**config.mk**
```make
export PLATFORM = sky130hd
export DESIGN_NAME = int_arbiter
export DESIGN_NICKNAME = d
export VERILOG_FILES = /design/src/rtl/int_arb_pkg.sv /design/src/rtl/int_arbiter_prio_enc.sv /design/src/rtl/int_arbiter.sv
export SDC_FILE = /design/constraint.sdc
export NUM_CORES = 1
export LEC_CHECK = 0
export ABC_CLOCK_PERIOD_IN_PS = 2800
export BUFFER_PORTS_ARGS = -buffer_cell sky130_fd_sc_hd__buf_2
export CELL_PAD_IN_SITES_DETAIL_PLACEMENT = 0
export CELL_PAD_IN_SITES_GLOBAL_PLACEMENT = 2
export CORE_MARGIN = 2
export CORE_UTILIZATION = 25
export DETAILED_ROUTE_END_ITERATION = 8
export PLACE_DENSITY_LB_ADDON = 0.2
export SLEW_MARGIN = 20
export SYNTH_ARGS = -nofsm -noshare
export SYNTH_HDL_FRONTEND = slang
export SYNTH_HIERARCHICAL = 1
export SYNTH_SLANG_ARGS = --single-unit
```
**constraint.sdc**
```tcl
create_clock -name clk -period 2.8 [get_ports clk]
set_input_delay 0.56 -clock clk [delete_from_list [all_inputs] [get_ports clk]]
set_output_delay 0.56 -clock clk [all_outputs]
set_load 0.005 [all_outputs]
```
**src/rtl/int_arb_pkg.sv**
```systemverilog
// Shared definitions for the interrupt arbiter: FSM encoding, register offsets, default sizes.
package int_arb_pkg;

    localparam int N_SRC_DEF = 6;
    localparam int ID_W_DEF  = 3;

    typedef enum logic [1:0] {
        ST_IDLE    = 2'd0,
        ST_REQ     = 2'd1,
        ST_SERVICE = 2'd2
    } state_t;

    localparam logic [1:0] REG_MASK    = 2'd0;
    localparam logic [1:0] REG_PENDING = 2'd1;
    localparam logic [1:0] REG_STATUS  = 2'd2;
    localparam logic [1:0] REG_EOI     = 2'd3;

endpackage

```
**src/rtl/int_arbiter_prio_enc.sv**
```systemverilog
// Fixed-priority encoder: reports the lowest set index of req, bit 0 highest priority.
module prio_enc #(
    parameter int N = 6,
    parameter int W = 3
) (
    input  logic [N-1:0] req,
    output logic         valid,
    output logic [W-1:0] id
);

    always_comb begin
        valid = 1'b0;
        id    = '0;
        // Scan downward so the lowest set index is the last one written.
        for (int i = N - 1; i >= 0; i--) begin
            if (req[i]) begin
                valid = 1'b1;
                id    = W'(i);
            end
        end
    end

endmodule

```
**src/rtl/int_arbiter.sv**
```systemverilog
// Interrupt arbiter between device sources and the single CPU interrupt input.
// Define INT_ARB_LEVEL_EN for level-sensitive pending; default is edge capture with W1C.
module int_arbiter
    import int_arb_pkg::*;
#(
    parameter int N_SRC = N_SRC_DEF,
    parameter int ID_W  = ID_W_DEF
) (
    input  logic             clk,
    input  logic             reset,
    input  logic [N_SRC-1:0] irq_in,
    input  logic [1:0]       dev_addr,
    input  logic             dev_we,
    input  logic [31:0]      dev_wdata,
    output logic [31:0]      dev_rdata,
    output logic             int_request,
    input  logic             int_ack,
    output logic [N_SRC-1:0] hw_int
);

    // state   | meaning
    // IDLE    | nothing outstanding, waiting for pending & mask
    // REQ     | int_request high for source sel, waiting for int_ack
    // SERVICE | handler running for cur_id, waiting for EOI write

    state_t           state;
    logic [N_SRC-1:0] mask;
    logic [N_SRC-1:0] pending;
    logic [N_SRC-1:0] active;
    logic [ID_W-1:0]  sel;
    logic [ID_W-1:0]  cur_id;
    logic [ID_W-1:0]  enc_id;
    logic             enc_valid;
    logic             wr_mask;
    logic             wr_eoi;
    logic             ack_take;
    logic             sel_live;

    wire unused_wdata = ^dev_wdata[31:N_SRC];

    assign active   = pending & mask;
    assign hw_int   = active;
    assign wr_mask  = dev_we && (dev_addr == REG_MASK);
    assign wr_eoi   = dev_we && (dev_addr == REG_EOI) && (state == ST_SERVICE);
    assign ack_take = (state == ST_REQ) && int_ack;
    assign sel_live = pending[sel] & mask[sel];

    prio_enc #(.N(N_SRC), .W(ID_W)) u_prio_enc (
        .req   (active),
        .valid (enc_valid),
        .id    (enc_id)
    );

    always_ff @(posedge clk) begin
        if (reset) begin
            mask <= '0;
        end else if (wr_mask) begin
            mask <= dev_wdata[N_SRC-1:0];
        end
    end

`ifdef INT_ARB_LEVEL_EN
    always_ff @(posedge clk) begin
        if (reset) begin
            pending <= '0;
        end else begin
            pending <= irq_in;
        end
    end
`else
    logic [N_SRC-1:0] irq_d;
    logic [N_SRC-1:0] sel_onehot;
    logic [N_SRC-1:0] clr;
    logic             wr_pend;

    assign wr_pend    = dev_we && (dev_addr == REG_PENDING);
    assign sel_onehot = N_SRC'(1) << sel;
    // A new rising edge is OR-ed in after clearing, so it survives a same-cycle W1C or ack.
    assign clr        = (wr_pend ? dev_wdata[N_SRC-1:0] : '0) | (ack_take ? sel_onehot : '0);

    always_ff @(posedge clk) begin
        if (reset) begin
            irq_d   <= '0;
            pending <= '0;
        end else begin
            irq_d   <= irq_in;
            pending <= (pending & ~clr) | (irq_in & ~irq_d);
        end
    end
`endif

    always_ff @(posedge clk) begin
        if (reset) begin
            state       <= ST_IDLE;
            sel         <= '0;
            cur_id      <= '0;
            int_request <= 1'b0;
        end else begin
            case (state)
                ST_IDLE: begin
                    if (enc_valid) begin
                        sel         <= enc_id;
                        int_request <= 1'b1;
                        state       <= ST_REQ;
                    end
                end
                ST_REQ: begin
                    // Ack beats withdrawal: the CPU has already committed to the handler.
                    if (ack_take) begin
                        cur_id      <= sel;
                        int_request <= 1'b0;
                        state       <= ST_SERVICE;
                    end else if (!sel_live) begin
                        int_request <= 1'b0;
                        state       <= ST_IDLE;
                    end
                end
                ST_SERVICE: begin
                    if (wr_eoi) begin
                        state <= ST_IDLE;
                    end
                end
                default: begin
                    int_request <= 1'b0;
                    state       <= ST_IDLE;
                end
            endcase
        end
    end

    always_comb begin
        dev_rdata = '0;
        case (dev_addr)
            REG_MASK:    dev_rdata[N_SRC-1:0] = mask;
            REG_PENDING: dev_rdata[N_SRC-1:0] = pending;
            REG_STATUS: begin
                dev_rdata[9:8]      = state;
                dev_rdata[ID_W-1:0] = cur_id;
            end
            REG_EOI:     dev_rdata = '0;
        endcase
    end

endmodule
```
==> key figures, run 1 <==
Run status
  • Status: finished, final reports clean

Logic synthesis
  • Yosys top cell by area: dfxtp_1
  • Ys async rst share: 0%
  • Gate Count Post-Synth: 178
  • Seq/Total Area, Yosys: 35.5%
  • Cell area after synthesis: 0.00152 mm2
  • Yosys cell types: 39
  • Commonest cells in the netlist: dfxtp_1, buf_4, nor2_1, nand2_1, mux2i_1
  • YS warnings: 6
  • Synth top area share: 35.5%
  • Synth Area per Inst: 8.55 um2
  • Synth area leaders: dfxtp_1, buf_4, mux2i_1
  • Seq cells post-synth: 27
  • Most common cell in the netlist: dfxtp_1
  • Synth Flop Type: dfxtp_1
  • Post-synth EDFFs: 0

Setup path
  • Crit path kind: primary input to output port
  • WP data required: 2.24 ns
  • Largest stage delay, worst path: 0.36 ns
  • Critical path's most frequent cell: buf_2
  • Slowest cell on crit path: nor2b_1
  • Worst Path Arrival: 1.50 ns
  • Crit start category: primary input
  • Critical-path cell list: buf_2 > nor2b_1 > nand2_1 > o21ai_0 > buf_2
  • Critical Path Fanout Max: 10
  • Crit end category: output port

Routing
  • Drt total wl: 3.75 mm
  • Antenna-violating nets left: 0
  • Starting DRT DRC Count: 46
  • Wire per inst: 13.4 um
  • # DRC: 0
  • Vias per cell: 4.36
  • TritonRoute pass-1 iters: 4
  • Vias: 1221

Power and ir drop
  • Peak supply drop: 0.000192 V
  • Power Density: 441 mW/mm2
  • LEAKAGE: 0.792 nW

Floorplanning
  • DIE WIDTH: 82.0 um
  • Cell row count: 28
  • Core ar.: 0.00589 mm2
  • Ports: 83
  • Die Y: 82.0 um
  • Initial Util: 25.9%
  • Die area: 0.00673 mm2

Global route
  • First-pass GRT wire length: 5.94 mm
  • Grt ovf: 0
  • Largest net degree at the start of global routing: 17
  • Initial antenna violation count: 0
  • Overall Global Routing Usage: 11.9%
  • Vias in the first global route: 1176

STA
  • WHS: 0.421 ns
  • Worst Tran Pin Value: 0.512 ns
  • RSZ-0062 raised after global routing: false
  • Slew HR: 65.8%
  • Period utilization: 73.5%
  • Clock skew: 0.00603 ns
  • Crit path time final: 2.06 ns
  • Endpoints failing setup: 0
  • Max Slew Vio Count: 0
  • Final hold vios: 0
  • Setup TNS: 0 ns
  • Fmax: 486 MHz

Cells and area
  • Finished Core Util: 28.5%
  • Total Nets Final: 250
  • # diodes: 0
  • Fillers: 669
  • Share of cells above drive strength 1: 23.9%
  • Synthesis-to-finish area growth: 10.4%

Clocking
  • Number of H-tree levels: 1
  • TritonCTS clock tree: done
  • Cts bufs inserted: 3
  • Sink Count: 27
  • CTS hold repair buffers: 0
  • Post_cts resized: 0
  • Total setup buffers inserted after CTS: 0
  • Max Root-Sink Buffers: 2
  • Clock latency on the worst-skew pair: 0.27 ns
  • Reg clk slew, reported paths: 0.09 ns
  • CTS root buf: clkbuf_8

Flow run
  • Max-cap violation count: 0

Worst hold path
  • HP Class: register to register

Placed design
  • Buffers on Ports: 32
  • GPL Wtd Cong: 0.753
  • Dpl hpwl: 2.85 mm
metrics by stage:
step / total power (W) / instance area, um2 / setup slack, ns / std cells
2_1_floorplan: 0.000512 / 1610 / 1.18 / 201
3_3_place_gp: 0.000522 / 1630 / 0.752 / 276
3_5_place_dp: 0.000524 / 1630 / 0.744 / 276
4_1_cts: 0.000760 / 1680 / 0.742 / 280
5_1_grt: 0.000784 / 1680 / 0.637 / 280
6_report: 0.000740 / 1680 / 0.742 / 280
power breakdown:
group / leakage, nW / internal, W / switching [W] / total [W]
clock network: 0.0255 / 0.0000998 / 0.000126 / 0.000226
registers: 0.222 / 0.000403 / 0.0000134 / 0.000416
logic: 0.545 / 0.0000407 / 0.0000570 / 0.0000977
total: 0.792 / 0.000543 / 0.000197 / 0.000740
worst max-delay path: cells and delay by family:
kind | cells | cell delay, ns
simple gates | 2 | 0.45
compound gates | 1 | 0.11
buf+inv | 2 | 0.38
cell families after synthesis:
logic type             synth area share (%)
DFF                                    35.5
muxes                                  12.0
and+or+nand+nor                        24.4
AOI/OAI and AO/OA                      10.5
other                                 0.246
buffers and inverters                  17.3
worst paths after layout:
check	end	startpoint	slack [ns]	depth (start not counted)
hold reg to reg	pending[3]	irq_d[3]	0.42	1
hold / removal	pending[3]	irq_d[3]	0.42	1
setup reg to reg	sel[0]	pending[0]	1.23	6
setup / recovery	dev_rdata[0]	dev_addr[1]	0.74	5
flip-flops by register name, summed over array words and instances (netlist names):
| name | flops |
|---|---|
| cur_id | 3 |
| int_request | 1 |
| irq_d | 6 |
| mask | 6 |
| pending | 6 |
| sel | 3 |
| state | 2 |
placed cells by master (no fill, tap or decap), types with 4 or more instances in the layout:
master / netlist / layout
buf_2: 2 / 32
a21oi_1: 5 / 5
inv_1: 8 / 8
nor2_1: 22 / 22
o21ai_0: 7 / 7
and2_1: 4 / 4
nor2b_1: 5 / 5
nand2_1: 20 / 20
dfxtp_1: 27 / 27
mux2i_1: 16 / 16
conb_1: 1 / 24
routing by layer:
metal  global-route usage (%)  vias to the layer above  share of wire [%]
li1                         -                      605                  -
met5                        0                        -                  0
met3                     2.64                        2                3.1
met2                     21.2                       25                 49
met1                     14.6                      589                 47
met4                     2.50                        0               0.56
cell type report:
class	count	area, um2	share of cell area [%]
multi-input combinational	133	805	47.9
sequential	27	541	32.2
timing repair buffer	32	160	9.54
tap	75	93.8	5.59
inverter	9	33.8	2.01
clock inverter	1	5.00	0.298
clock buffer	3	41.3	2.46
(Power assumes the default switching activity.)
==> run 2: changes to the inputs <==
--- a/config.mk
+++ b/config.mk
@@ -5,12 +5,12 @@
 export SDC_FILE = /design/constraint.sdc
 export NUM_CORES = 1
 export LEC_CHECK = 0
-export ABC_CLOCK_PERIOD_IN_PS = 2800
+export ABC_CLOCK_PERIOD_IN_PS = 2000
 export BUFFER_PORTS_ARGS = -buffer_cell sky130_fd_sc_hd__buf_2
 export CELL_PAD_IN_SITES_DETAIL_PLACEMENT = 0
 export CELL_PAD_IN_SITES_GLOBAL_PLACEMENT = 2
 export CORE_MARGIN = 2
-export CORE_UTILIZATION = 25
+export CORE_UTILIZATION = 24
 export DETAILED_ROUTE_END_ITERATION = 8
 export PLACE_DENSITY_LB_ADDON = 0.2
 export SLEW_MARGIN = 20
==> constraint.sdc (replaced) <==
create_clock -name clk -period 2 [get_ports clk]
set_input_delay 0.4 -clock clk [delete_from_list [all_inputs] [get_ports clk]]
set_output_delay 0.4 -clock clk [all_outputs]
set_load 0.005 [all_outputs]
==> run 2 against run 1 <==
  * Wire length fell by 1.5%
  * Clock skew down 0.0021 ns
  * Critical path depth stayed put
  * Sequential share of layout area decreased by 0.40 points
  * Critical path type unchanged
  * Critical endpoint unchanged
  * Largest power group unchanged
  * Highest routed layer unchanged
==> key figures, run 2 (synthesized netlist as in run 1, its figures left out) <==
Clocking
  • TritonCTS clock tree: done
  • Reg clk slew, reported paths: 0.10 ns (about the same)
  • Cts bufs inserted: 3 (unchanged)
  • Clock latency on the worst-skew pair: 0.28 ns (about the same)
  • Sink Count: 27 (unchanged)
  • Max Root-Sink Buffers: 2 (unchanged)
  • Total setup buffers inserted after CTS: 0 (unchanged)
  • CTS hold repair buffers: 0 (unchanged)
  • CTS root buf: clkbuf_8
  • Post_cts resized: 0 (unchanged)
  • Number of H-tree levels: 1 (unchanged)

Setup path
  • Critical Path Fanout Max: 10 (unchanged)
  • Crit start category: primary input
  • Minimum setup slack among reg-to-reg paths: 0.45 ns (-0.78 ns)
  • Worst Path Arrival: 1.27 ns (-0.23 ns)
  • Slowest cell on crit path: nor2b_1
  • Crit end category: output port
  • WP data required: 1.60 ns (-0.64 ns)
  • Critical path's most frequent cell: buf_2
  • Worst Reg-to-Reg Cells: 6 (unchanged)
  • Crit path kind: primary input to output port
  • Critical-path cell list: buf_2 > nor2b_1 > nand2_1 > o21ai_0 > buf_2
  • Largest stage delay, worst path: 0.33 ns (-0.03 ns)

Global route
  • Grt ovf: 0 (unchanged)
  • First-pass GRT wire length: 5.93 mm (-0.10%)
  • Vias in the first global route: 1119 (-4.8%)
  • Largest net degree at the start of global routing: 18 (+1)
  • Overall Global Routing Usage: 10.9% (-1.0 points)
  • Initial antenna violation count: 0 (unchanged)

STA
  • Fmax: 600 MHz
  • Endpoints failing setup: 0 (unchanged)
  • Period utilization: 83.4%
  • Worst Tran Pin Value: 0.548 ns (+0.0359 ns)
  • Crit path time final: 1.67 ns
  • Max Slew Vio Count: 0 (unchanged)
  • Slew HR: 63.4% (-2.4 points)
  • RSZ-0062 raised after global routing: false
  • Clock skew: 0.00397 ns (-0.00206 ns)
  • Setup TNS: 0 ns (unchanged)
  • Final hold vios: 0 (unchanged)

Power and ir drop
  • Power Density: 620 mW/mm2 (+41%)
  • Peak supply drop: 0.000317 V (+65%)
  • LEAKAGE: 0.802 nW (+1.3%)

Routing
  • Vias: 1172 (-4.0%)
  • TritonRoute pass-1 iters: 4 (unchanged)
  • Wire per inst: 13.0 um (-2.9%)
  • Starting DRT DRC Count: 53 (+15%)
  • Antenna-violating nets left: 0 (unchanged)
  • # DRC: 0 (unchanged)
  • Vias per cell: 4.13 (-5.4%)
  • Drt total wl: 3.69 mm (-1.5%)

Cells and area
  • # diodes: 0 (unchanged)
  • Commonest non-fill, non-tap cell in the layout: buf_2
  • Non-filler cells, final: 284 (+1.4%)
  • Cell area after layout: 0.00170 mm2 (+1.3%)
  • Most frequent cells in the layout: buf_2, dfxtp_1, conb_1
  • Total Nets Final: 252 (+0.80%)
  • Synthesis-to-finish area growth: 11.8%
  • Share of cells above drive strength 1: 24.6% (+0.74 points)
  • Biggest registers after layout: irq_d (6), mask (6), pending (6)
  • Fillers: 710 (+6.1%)

Placed design
  • Buffers on Ports: 32 (unchanged)
  • Cell total after placement: 280 (+1.4%)
  • Post-DP Area: 0.00165 mm2 (+1.1%)
  • GPL Wtd Cong: 0.681 (-9.6%)
  • Dpl hpwl: 2.79 mm (-2.1%)

Run status
  • Status: finished, final reports clean

Floorplanning
  • Initial Util: 24.4% (-1.5 points)
  • Ports: 83 (unchanged)
  • Die area: 0.00699 mm2 (+4.0%)
  • Core ar.: 0.00624 mm2 (+6.0%)
  • Cell row count: 29 (+3.6%)
  • DIE WIDTH: 83.6 um (+2.0%)
  • Die Y: 83.6 um (+2.0%)

Flow run
  • Max-cap violation count: 0 (unchanged)

Worst hold path
  • Hold depth: 3 (+2)
  • HP Class: primary input to register
[run 2: area by class of cell]
| cell class | count | area [um2] | area share [%] |
|---|---|---|---|
| clock inverter | 1 | 8.76 | 0.515 |
| multi-input combinational | 133 | 805 | 47.3 |
| inverter | 9 | 33.8 | 1.99 |
| timing repair buffer | 34 | 175 | 10.3 |
| tap | 77 | 96.3 | 5.67 |
| sequential | 27 | 541 | 31.8 |
| clock buffer | 3 | 41.3 | 2.43 |
[run 2: final timing paths]
kind,from,endpoint
setup / recovery,dev_addr[0],dev_rdata[0]
hold / removal,irq_in[4],irq_d[4]
setup reg to reg,pending[0],sel[0]
hold reg to reg,irq_d[4],pending[4]
[run 2: routing by layer]
metal	global-route usage [%]	wire length, um
met1	14.8	1760
met2	17.3	1770
met3	3.36	144
met4	1.76	15
met5	0	0
[run 2: through the flow]
| stage | hold slack (ns) | worst slack (ns) | util (%) | power [W] |
|---|---|---|---|---|
| 6_report | 0.311 | 0.332 | 27.2 | 0.00105 |
| 5_1_grt | 0.320 | 0.195 | 27.2 | 0.00112 |
| 4_1_cts | 0.298 | 0.280 | 27.2 | 0.00108 |
| 3_5_place_dp | 0.409 | 0.283 | 26.4 | 0.000738 |
| 3_3_place_gp | 0.405 | 0.276 | 26.4 | 0.000737 |
| 2_1_floorplan | 0.399 | 0.624 | - | 0.000717 |
[run 2: critical path: cells and delay by family]
| family | cells | cell delay, ns |
|---|---|---|
| simple gates | 2 | 0.42 |
| buf+inv | 2 | 0.35 |
| compound gates | 1 | 0.10 |
[run 2: power breakdown]
group / leakage [nW] / internal, W / switching (W)
logic: 0.554 / 0.0000596 / 0.0000798
clock network: 0.0261 / 0.000146 / 0.000185
registers: 0.222 / 0.000564 / 0.0000195
==> run 3: changes to the inputs <==
--- a/config.mk
+++ b/config.mk
@@ -5,12 +5,12 @@
 export SDC_FILE = /design/constraint.sdc
 export NUM_CORES = 1
 export LEC_CHECK = 0
-export ABC_CLOCK_PERIOD_IN_PS = 2000
+export ABC_CLOCK_PERIOD_IN_PS = 1300
 export BUFFER_PORTS_ARGS = -buffer_cell sky130_fd_sc_hd__buf_2
 export CELL_PAD_IN_SITES_DETAIL_PLACEMENT = 0
 export CELL_PAD_IN_SITES_GLOBAL_PLACEMENT = 2
 export CORE_MARGIN = 2
-export CORE_UTILIZATION = 24
+export CORE_UTILIZATION = 21
 export DETAILED_ROUTE_END_ITERATION = 8
 export PLACE_DENSITY_LB_ADDON = 0.2
 export SLEW_MARGIN = 20
==> constraint.sdc (replaced) <==
create_clock -name clk -period 1.3 [get_ports clk]
set_input_delay 0.26 -clock clk [delete_from_list [all_inputs] [get_ports clk]]
set_output_delay 0.26 -clock clk [all_outputs]
set_load 0.005 [all_outputs]
==> run 3 against run 2 <==
  * The run now ends with setup timing left
  * Via count rose by 13%
  * First-iteration DRC count down 49%
  * Global-route usage up 0.44 points
  * Critical path depth unchanged
  * Largest power group unchanged
==> key figures, run 3 (synthesized netlist as in run 1, its figures left out) <==
Cells and area
  • Combined area of the multi-input logic cells: 846 um2 (+5.1%)
  • Cell area after layout: 0.00219 mm2 (+29%)
  • Biggest registers after layout: irq_d (6), mask (6), pending (6)
  • FF+latch area: 556 um2 (+2.8%)
  • Synthesis-to-finish area growth: 44.2%
  • Share of cells above drive strength 1: 44.4% (+20 points)
  • Total Nets Final: 293 (+16%)
  • Commonest non-fill, non-tap cell in the layout: buf_2
  • Most frequent cells in the layout: buf_2, buf_4, conb_1
  • Fillers: 819 (+15%)
  • # diodes: 0 (unchanged)

STA
  • Fin worst setup slack: -0.115 ns (-0.447 ns)
  • Clock skew: 0.00682 ns (+0.00284 ns)
  • WHS: 0.175 ns (-0.136 ns)
  • Max Slew Vio Count: 0 (unchanged)
  • Period utilization: 109%
  • RSZ-0062 raised after global routing: true
  • Fmax: 707 MHz
  • Crit path time final: 1.42 ns
  • Endpoints failing setup: 9 (+9)
  • Final hold vios: 0 (unchanged)

Worst hold path
  • HP Class: primary input to register
  • Hold depth: 3 (unchanged)

Clocking
  • Sink Count: 27 (unchanged)
  • CTS root buf: clkbuf_8
  • Cts bufs inserted: 3 (unchanged)
  • CTS hold repair buffers: 0 (unchanged)
  • Reg clk slew, reported paths: 0.10 ns (about the same)
  • Number of H-tree levels: 1 (unchanged)
  • Clock latency on the worst-skew pair: 0.28 ns (about the same)
  • Max Root-Sink Buffers: 2 (unchanged)
  • TritonCTS clock tree: done

Setup path
  • Crit start category: register
  • Worst Path Arrival: 1.60 ns (+0.33 ns)
  • Crit path kind: register to register
  • Critical Path Fanout Max: 2 (-8)
  • Slowest cell on crit path: mux4_2
  • Critical-path cell list: and2_4 > buf_6 > mux4_2 > a22oi_2 > a21oi_1
  • WP data required: 1.48 ns (-0.12 ns)
  • Largest stage delay, worst path: 0.49 ns (+0.16 ns)
  • Crit end category: register
  • Worst Reg-to-Reg Cells: 5 (-1)
  • Minimum setup slack among reg-to-reg paths: -0.12 ns (-0.57 ns)

Global route
  • Initial antenna violation count: 0 (unchanged)
  • Grt ovf: 0 (unchanged)
  • GRT Max-Usage Layer: met2
  • Met3 Usage GRT: 2.86% (-0.50 points)
  • First-pass GRT wire length: 6.65 mm (+12%)
  • Met1 GRT Util: 14.2% (-0.61 points)
  • Grt met2 use: 19.5% (+2.2 points)
  • Largest net degree at the start of global routing: 15 (-3)
  • Vias in the first global route: 1309 (+17%)
  • Overall Global Routing Usage: 11.3% (+0.44 points)

Routing
  • # DRC: 0 (unchanged)
  • Starting DRT DRC Count: 27 (-49%)
  • Drt total wl: 4.24 mm (+15%)
  • Vias per cell: 3.81 (-7.8%)
  • Vias: 1321 (+13%)
  • Wire per inst: 12.2 um (-6.1%)
  • TritonRoute pass-1 iters: 4 (unchanged)
  • Antenna-violating nets left: 0 (unchanged)

Power and ir drop
  • Clock power frac: 28.9% (-2.5 points)
  • Power Density: 796 mW/mm2 (+28%)
  • Sw frac: 26.6% (-0.33 points)
  • LEAKAGE: 1.04 nW (+30%)
  • Switching pwr: 0.000465 W (+64%)
  • Seq pwr share: 51.4% (-4.0 points)
  • Peak supply drop: 0.000268 V (-15%)
  • Gate power share: 19.8% (+6.6 points)
  • Int Pwr: 0.00128 W (+66%)

Floorplanning
  • Core ar.: 0.00714 mm2 (+14%)
  • Ports: 83 (unchanged)
  • Die Y: 89.1 um (+6.6%)
  • Die area: 0.00794 mm2 (+14%)
  • Initial Util: 21.3% (-3.1 points)
  • DIE WIDTH: 89.1 um (+6.6%)
  • Cell row count: 31 (+6.9%)

Run status
  • Status: finished, violations left
  • Failing checks: setup timing

Placed design
  • GPL Wtd Cong: 0.771 (+13%)
  • Buffers on Ports: 32 (unchanged)
  • Dpl hpwl: 3.35 mm (+20%)
  • Post-DP Area: 0.00199 mm2 (+21%)

Flow run
  • Max-cap violation count: 0 (unchanged)
-- run 3: cell types whose count changed in the layout (fill, tap and decap cells not counted), sizes merged --
cell / change
buf: +41
clkbuf: +1
inv: -1
-- run 3: metal layers --
| layer | vias to the layer above | part of all wire [%] | routed length, um |
|---|---|---|---|
| met5 | - | 0 | 0 |
| met4 | 0 | 1.3 | 53 |
| met3 | 4 | 4.7 | 201 |
| met2 | 32 | 47 | 2000 |
| met1 | 599 | 47 | 1980 |
| li1 | 686 | - | - |
-- run 3: worst paths after layout --
check	start	end
min	irq_in[1]	irq_d[1]
max	pending[2]	int_request
max reg2reg	pending[2]	int_request
min reg2reg	irq_d[2]	pending[2]
-- run 3: stage by stage --
stage	cells	TNS, ns	setup slack (ns)	power (W)	util, %
2_1_floorplan	201	-0.0270	-0.0270	0.00111	-
3_3_place_gp	340	-0.617	-0.141	0.00122	27.9
3_5_place_dp	340	-0.648	-0.160	0.00122	27.9
4_1_cts	344	-0.730	-0.103	0.00176	29.6
5_1_grt	347	-1.67	-0.197	0.00185	30.7
6_report	347	-0.512	-0.115	0.00175	30.7
-- run 3: layout make-up --
cell class	instances	share of cell area, %
clock buffers	4	2.05
multi-input cells	133	38.6
inverters	9	1.54
repair buffers	75	26.9
well taps	99	5.65
flip-flops and latches	27	25.3
-- run 3: critical path, delay by kind of cell (launching register included) --
kind,cells,cell delay [ns]
multiplexers,1,0.49
buffers and inverters,1,0.11
AO/OA/AOI/OAI,2,0.22
flip-flops,1,0.34
AND/OR/NAND/NOR,1,0.17
-- run 3: what timing repair did --
action | CTS | global route
gates cloned | 0 | 0
buffers inserted | 1 | 3
pin swaps | 7 | 4
endpoints found under the setup margin | 14 | 18
resized for setup | 28 | 16
hold endpoints to repair | 0 | 0
-- run 3: power groups by stage --
stage | combinational (W) | sequential [W] | clock (W)
floorplan | 0.000201 | 0.000905 | 0
finish | 0.000345 | 0.000896 | 0.000504
CTS | 0.000330 | 0.000894 | 0.000537
global placement | 0.000313 | 0.000907 | 0
detailed placement | 0.000312 | 0.000907 | 0
global route | 0.000386 | 0.000902 | 0.000566
